`config.mk`:
```
export PLATFORM = sky130hd
export DESIGN_NAME = sync_fifo_cnt
export DESIGN_NICKNAME = d
export VERILOG_FILES = /design/src/rtl/sync_fifo_cnt.sv
export SDC_FILE = /design/constraint.sdc
export NUM_CORES = 1
export LEC_CHECK = 0
export ABC_AREA = 1
export BUFFER_PORTS_ARGS = -buffer_cell sky130_fd_sc_hd__buf_2
export CAP_MARGIN = 10
export CORE_MARGIN = 2
export CORE_UTILIZATION = 59
export CTS_CLUSTER_SIZE = 12
export DETAILED_ROUTE_END_ITERATION = 8
export PLACE_DENSITY = 0.91
export SYNTH_ARGS = -nofsm -noshare
export SYNTH_HDL_FRONTEND = slang
export SYNTH_SLANG_ARGS = --single-unit
export TNS_END_PERCENT = 10
```
`constraint.sdc`:
```
create_clock -name clk -period 2.63 [get_ports clk]
set_input_delay 0.3945 -clock clk [delete_from_list [all_inputs] [get_ports clk]]
set_output_delay 0.3945 -clock clk [all_outputs]
set_load 0.005 [all_outputs]
```
`src/rtl/sync_fifo_cnt.sv`:
```
// sync_fifo_cnt
//   Single-clock FIFO between the write-control FSM and the downstream
//   reader. Exports a registered occupancy count for the FSM's stop/restart
//   hysteresis, full/empty flags decoded from that count, a registered read
//   port and sticky overflow/underflow debug flags.
//
// Ports
//   clk        rising-edge clock
//   rst_n      asynchronous active-low reset
//   wr_en      write request (ignored while full)
//   wr_data    write data, captured when the write is accepted
//   rd_en      read request (ignored while empty)
//   rd_data    registered read data, holds its value between reads
//   rd_valid   one-cycle pulse, rd_data carries a newly read word
//   words      occupancy 0..DEPTH
//   full       words == DEPTH
//   empty      words == 0
//   overflow   sticky, set by a write request while full
//   underflow  sticky, set by a read request while empty
//   err_clr    synchronous clear of overflow/underflow (a new error wins)
module sync_fifo_cnt #(
  parameter int DATA_WIDTH  = 8,
  parameter int DEPTH       = 8,
  parameter int ADDR_WIDTH  = 3,
  parameter int COUNT_WIDTH = 4
) (
  input  logic                   clk,
  input  logic                   rst_n,
  input  logic                   wr_en,
  input  logic [DATA_WIDTH-1:0]  wr_data,
  input  logic                   rd_en,
  output logic [DATA_WIDTH-1:0]  rd_data,
  output logic                   rd_valid,
  output logic [COUNT_WIDTH-1:0] words,
  output logic                   full,
  output logic                   empty,
  output logic                   overflow,
  output logic                   underflow,
  input  logic                   err_clr
);

  localparam logic [COUNT_WIDTH-1:0] DEPTH_CNT = COUNT_WIDTH'(DEPTH);

  // Storage is deliberately left out of reset so it maps onto block RAM.
  logic [DATA_WIDTH-1:0] mem [DEPTH];

  logic [ADDR_WIDTH-1:0]  wr_ptr_reg, wr_ptr_next;
  logic [ADDR_WIDTH-1:0]  rd_ptr_reg, rd_ptr_next;
  logic [COUNT_WIDTH-1:0] words_reg, words_next;
  logic [DATA_WIDTH-1:0]  rd_data_reg;
  logic                   rd_valid_reg;
  logic                   overflow_reg, overflow_next;
  logic                   underflow_reg, underflow_next;

  logic full_int;
  logic empty_int;
  logic wr_acc;
  logic rd_acc;

  // Flags come straight from the registered count, so they only move on
  // clock edges and never see a combinational path from the requests.
  assign full_int  = (words_reg == DEPTH_CNT);
  assign empty_int = (words_reg == '0);

  // A read that frees a slot does not let a same-cycle write in while full,
  // and there is no write-to-read bypass while empty.
  assign wr_acc = wr_en & ~full_int;
  assign rd_acc = rd_en & ~empty_int;

  always_comb begin
    wr_ptr_next    = wr_ptr_reg;
    rd_ptr_next    = rd_ptr_reg;
    words_next     = words_reg;
    overflow_next  = overflow_reg;
    underflow_next = underflow_reg;

    // Pointers are exactly ADDR_WIDTH bits, so +1 wraps mod DEPTH.
    if (wr_acc) wr_ptr_next = wr_ptr_reg + 1'b1;
    if (rd_acc) rd_ptr_next = rd_ptr_reg + 1'b1;

    case ({wr_acc, rd_acc})
      2'b10:   words_next = words_reg + 1'b1;
      2'b01:   words_next = words_reg - 1'b1;
      default: words_next = words_reg;
    endcase

    // Clear first, then set, so an error in the clearing cycle survives.
    if (err_clr) begin
      overflow_next  = 1'b0;
      underflow_next = 1'b0;
    end
    if (wr_en & full_int)  overflow_next  = 1'b1;
    if (rd_en & empty_int) underflow_next = 1'b1;
  end

  always_ff @(posedge clk or negedge rst_n) begin
    if (!rst_n) begin
      wr_ptr_reg    <= '0;
      rd_ptr_reg    <= '0;
      words_reg     <= '0;
      rd_data_reg   <= '0;
      rd_valid_reg  <= 1'b0;
      overflow_reg  <= 1'b0;
      underflow_reg <= 1'b0;
    end else begin
      wr_ptr_reg    <= wr_ptr_next;
      rd_ptr_reg    <= rd_ptr_next;
      words_reg     <= words_next;
      rd_valid_reg  <= rd_acc;
      overflow_reg  <= overflow_next;
      underflow_reg <= underflow_next;
      if (rd_acc) rd_data_reg <= mem[rd_ptr_reg];
    end
  end

  always_ff @(posedge clk) begin
    if (wr_acc) mem[wr_ptr_reg] <= wr_data;
  end

  assign rd_data   = rd_data_reg;
  assign rd_valid  = rd_valid_reg;
  assign words     = words_reg;
  assign full      = full_int;
  assign empty     = empty_int;
  assign overflow  = overflow_reg;
  assign underflow = underflow_reg;

endmodule
```
After elaboration in Yosys (flattened, before gate mapping)
Memories as Yosys holds them, arrays and structs flattened. A register that Yosys moved wholly into a read port is not among the register bits.
Index checks and enable logic that the tools add are counted.
{"block": "totals", "mem_bits_rw": 64, "n_memories": 1, "register_bits": 13, "inputBits": 13}
{"name": "mem", "depth": 8, "width": 8, "rd": 1, "rd_ports_with_merged_regs": 1, "wr": 1, "line": "45", "rtl": "logic [DATA_WIDTH-1:0] mem [DEPTH];"}
{"block": "op_classes", "n_eq_ne": 3, "reduce_logical": 5, "muxes": 6, "add_sub_neg": 4, "n_bitwise": 6}
{"operator": "4-bit one-hot mux with 2 select lines", "count": 1}
{"operator": "3-bit by 1-bit adder with 3-bit output (second input constant)", "count": 2}
{"operator": "2-bit nonzero test", "count": 3}
{"operator": "1-bit 2-to-1 mux", "count": 5}
{"operator": "4-bit by 1-bit adder with 4-bit output (second input constant)", "count": 1}
{"operator": "1-bit AND", "count": 4}
{"operator": "4-bit equality test (second input constant)", "count": 1}
{"operator": "4-bit logical NOT", "count": 1}
{"operator": "4-bit by 1-bit subtractor with 4-bit output (second input constant)", "count": 1}
{"operator": "2-bit by 1-bit equality test with 1-bit output (second input constant)", "count": 1}
{"operator": "2-bit equality test (second input constant)", "count": 1}
{"operator": "1-bit inverter", "count": 2}
{"operator": "1-bit logical NOT", "count": 1}

Logic depth before layout (Yosys ltp)
{"block": "logic_depth", "word_depth": 5, "mapped_depth": 14}

Worst setup path before layout
OpenSTA, ideal clock, no wires.
{"block": "synth_path", "path_type": "reg2reg", "start": "reg words_reg[1] (netlist: words[1])", "end": "reg words_reg[2] (netlist: words[2])", "slack_ps": 633, "n_path_buf": 1, "path_stages_with_launch": 14, "period_less_slack_ps": 1997, "setup_time_ps": 82, "t_arrival_ps": 1916, "path_cell_list": "dfrtp_1 nor2_2 nand3_2 inv_2 nor2_4 buf_6 ha_1 nand2_1 inv_1 nor2_1 ha_1 a21oi_1 or2_2 a31oi_1"}
{"block": "synth_between", "elab_chain_cells": 5, "word_cells_on_any_way": 12, "classes_between": "add/sub: 2; eq/ne: 3; mux: 1; bitwise: 4; reduce/logical: 2"}
{"element": "start, declared", "line": "49", "rtl": "logic [COUNT_WIDTH-1:0] words_reg, words_next;"}
{"element": "start signal, assigned", "line": "108", "rtl": "words_reg <= words_next;"}
{"element": "4-bit logical NOT (*)", "line": "63", "rtl": "assign empty_int = (words_reg == '0);"}
{"element": "named net empty", "line": "36", "rtl": "output logic empty,"}
{"element": "1-bit inverter (*)", "line": "68", "rtl": "assign rd_acc = rd_en & ~empty_int;"}
{"element": "1-bit AND (*)", "line": "68"}
{"element": "named net rd_acc", "line": "58", "rtl": "logic rd_acc;"}
{"element": "2-bit by 1-bit equality test with 1-bit output or 2-bit equality test (tied branches)", "line": "81", "rtl": "case ({wr_acc, rd_acc})"}
{"element": "4-bit one-hot mux with 2 select lines or 2-bit nonzero test (tied branches)"}
Mark *: on every way through the listed nets, which the timed path passes. The rest lies on a longest branch.
A chain may end at the register's enable or synchronous reset.

Worst setup path after layout
{"block": "layout_path", "start": "reg words_reg[2] (netlist: words[2])", "end": "reg words_reg[2] (netlist: words[2])"}
{"block": "layout_between", "elab_chain_cells": 5, "word_cells_on_any_way": 12, "classes_between": "add/sub: 2; eq/ne: 3; mux: 1; bitwise: 4; reduce/logical: 2"}
{"element": "4-bit equality test or 4-bit logical NOT (tied branches)", "line": "62, 63"}
{"element": "1-bit inverter (on tied branches)", "line": "67, 68"}
{"element": "1-bit AND (on tied branches)", "line": "67, 68"}
{"element": "2-bit by 1-bit equality test with 1-bit output or 2-bit equality test (tied branches)", "line": "81"}
{"element": "4-bit one-hot mux with 2 select lines or 2-bit nonzero test (tied branches)"}
Parallel ways exist; a longest one is shown, timed or not.

==> results.cfg <==
[placement]
place_congestion = 0.829
placedCellCount = 407
io_buffers = 29
place_hpwl_mm = 4.76

[detailed_routing]
drtIter0Drc = 295
routed-via-count = 2412
drc = 0
wl_per_cell_um = 16.5
drt-total-wl_mm = 6.99
first_pass_iters = 5
viasPerCell = 5.69
ant_nets = 0

[power_and_ir_drop]
power_density_nw_per_um2 = 1110
peakVddDrop_uv = 550
p_leak_nw = 1.57

[clocking]
cts_buffers = 9
clock_latency_ns = 0.36
cts_tree = built
cts.sinks = 85
clkTransAtPathRegs_ns = 0.08
htree_num_levels = 3
root_buffer = clkbuf_8
cts_max_path_buffers = 2

[die]
io_pins = 30
initial_utilization = 0.604
die_h_um = 81.4
rows = 28
core-area_um2 = 5850
die-area_um2 = 6630
dieWidth_um = 81.4

[sta]
finalHoldViolations = 0
period_needed_ns = 2.20
tns_ns = 0
rsz0062_at_grt = no
fin_hold_ws_ns = 0.237
fmax_mhz = 455
setup_viol = 0
relSlewSlack = 0.437
finClkSkew_ns = 0.0119
finalMaxSlewViolations = 0
finalCritPeriodShare = 0.835
worst_pin_slew_ns = 0.841

[synth]
synth_warnings = 0
ys_seq_area_frac = 0.692
synth_top_area_cell = edfxtp_1
synthFlopType = edfxtp_1
ys_async_sr_fraction = 0.247
synth_area_leaders = edfxtp_1, dfrtp_1, nor2_1
synth_top_area_frac = 0.544
ys_ff_latch = 85
syn-cell-area_um2 = 3530
netlist_instances = 313
postSynthAreaPerCell_um2 = 11.3
synth_edf_count = 64
syn-num-nets = 331
yosysUniqueCellTypes = 27
synthTopCellsByCount = nor2_1, edfxtp_1, nand2_1, o21ai_0, nand3_1
synth.most_common_cell = nor2_1

[hold_path]
min_path_type = input port to flop
min_from = err_clr
holdPathStages = 2

[outcome]
status = complete, no violations

[global_routing]
first_global_vias = 2305
antenna_found_initial = 0
grt_max_degree = 33
overflow = 0
grt_pass1_wl_mm = 11.0
grt_use_total = 0.232

[setup_path]
crit_type = flop to flop
cp.required_ns = 2.91
crit_path_max_incr_delay_ns = 0.41
reg2reg_from = words[2]
startpoint_type = flop
cp.arrival_ns = 2.48
worstSetupEndpointType = flop
crit_chain = inv_1 > nand3_2 > inv_2 > nor2_4 > ha_1 > nor2_1 > nor2_1 > ha_1 > a21oi_1 > or2_2 > a31oi_1
crit_path_top_delay_cell = dfrtp_1
ff2ff_path_depth = 11
worst-path-max-fanout = 16
cp-startpoint = words[2]

[final_layout]
n_antenna_cell = 0
synthToLayoutAreaGrowth_pct = 10.7
final_cells = 424
largest_reg_flops = 64
drive_above_1_share = 0.152
nNetsFinal = 362

[job]
cap_violations = 0
[stage by stage]
stage | setup slack [ns] | power (mW) | instance area [um^2] | utilization
global placement | 0.601 | 3.25 | 3700 | 0.632
global route | 0.217 | 4.61 | 3910 | 0.669
finish | 0.433 | 4.33 | 3910 | 0.669
detailed placement | 0.473 | 3.36 | 3700 | 0.632
floorplan | 0.633 | 2.98 | 3530 | -
CTS | 0.442 | 4.33 | 3910 | 0.669
[timing repair]
item | in CTS | in global routing
hold endpoints to repair | 19 | 0
buffers inserted | 0 | 0
hold buffers | 1 | 0
gates resized for setup | 0 | 0
endpoints found under the setup margin | 0 | 0
[layout by cell type (no fill, tap or decap), types with 2 or more instances in the layout]
master and instances:
inv_2 2, nand2_1 40, nand3_1 28, ha_1 5, nor2_1 75, clkbuf_1 3, dfrtp_1 21, xor2_1 3
clkbuf_8 9, edfxtp_1 64, bufinv_16 2, buf_4 2, inv_1 14, o21ai_0 34, o21ai_1 2, xnor2_1 2
buf_2 29
[layout make-up]
type / count / area, um^2
clock buffer: 12 / 135
sequential: 85 / 2450
tap: 75 / 93.8
fill: 408 / 1940
inverter: 18 / 70.1
timing repair buffer: 32 / 170
clock inverter: 4 / 72.6
multi-input combinational: 198 / 925
[routing by layer]
metal / wire (um) / GRT usage
met1: 2860 / 0.304
met2: 3490 / 0.361
met3: 470 / 0.0567
met5: 0 / 0
met4: 162 / 0.117
[final timing paths]
path / slack (ns) / to
setup / recovery: 0.43 / words[2]
hold / removal: 0.24 / underflow
setup reg to reg: 0.43 / words[2]
hold reg to reg: 0.48 / rd_data[4]
max in group asynchronous: 1.79 / wr_ptr_reg[1]
min in group asynchronous: 0.52 / words[3]
[kinds of logic after synthesis]
| logic type | share of synthesized area |
|---|---|
| AOI/OAI and AO/OA | 0.0559 |
| xor gates and xnor gates | 0.0124 |
| adders and majority gates | 0.0177 |
| buffers and inverters | 0.0460 |
| DFF | 0.692 |
| and+or+nand+nor | 0.176 |
[critical path: cells and delay by family, from the launching register on]
kind                       cells  cell delay (ns)
adders and majority gates      2             0.47
buffers and inverters          2             0.15
DFF                            1             0.41
and+or+nand+nor                5             0.91
AOI/OAI and AO/OA              2             0.18
[where the power goes]
part | internal (mW) | total [mW] | switching [mW]
logic | 0.488 | 1.36 | 0.872
clock network | 0.535 | 0.976 | 0.442
registers | 1.75 | 1.99 | 0.245
Note: power is estimated with default switching activity, not from simulation.
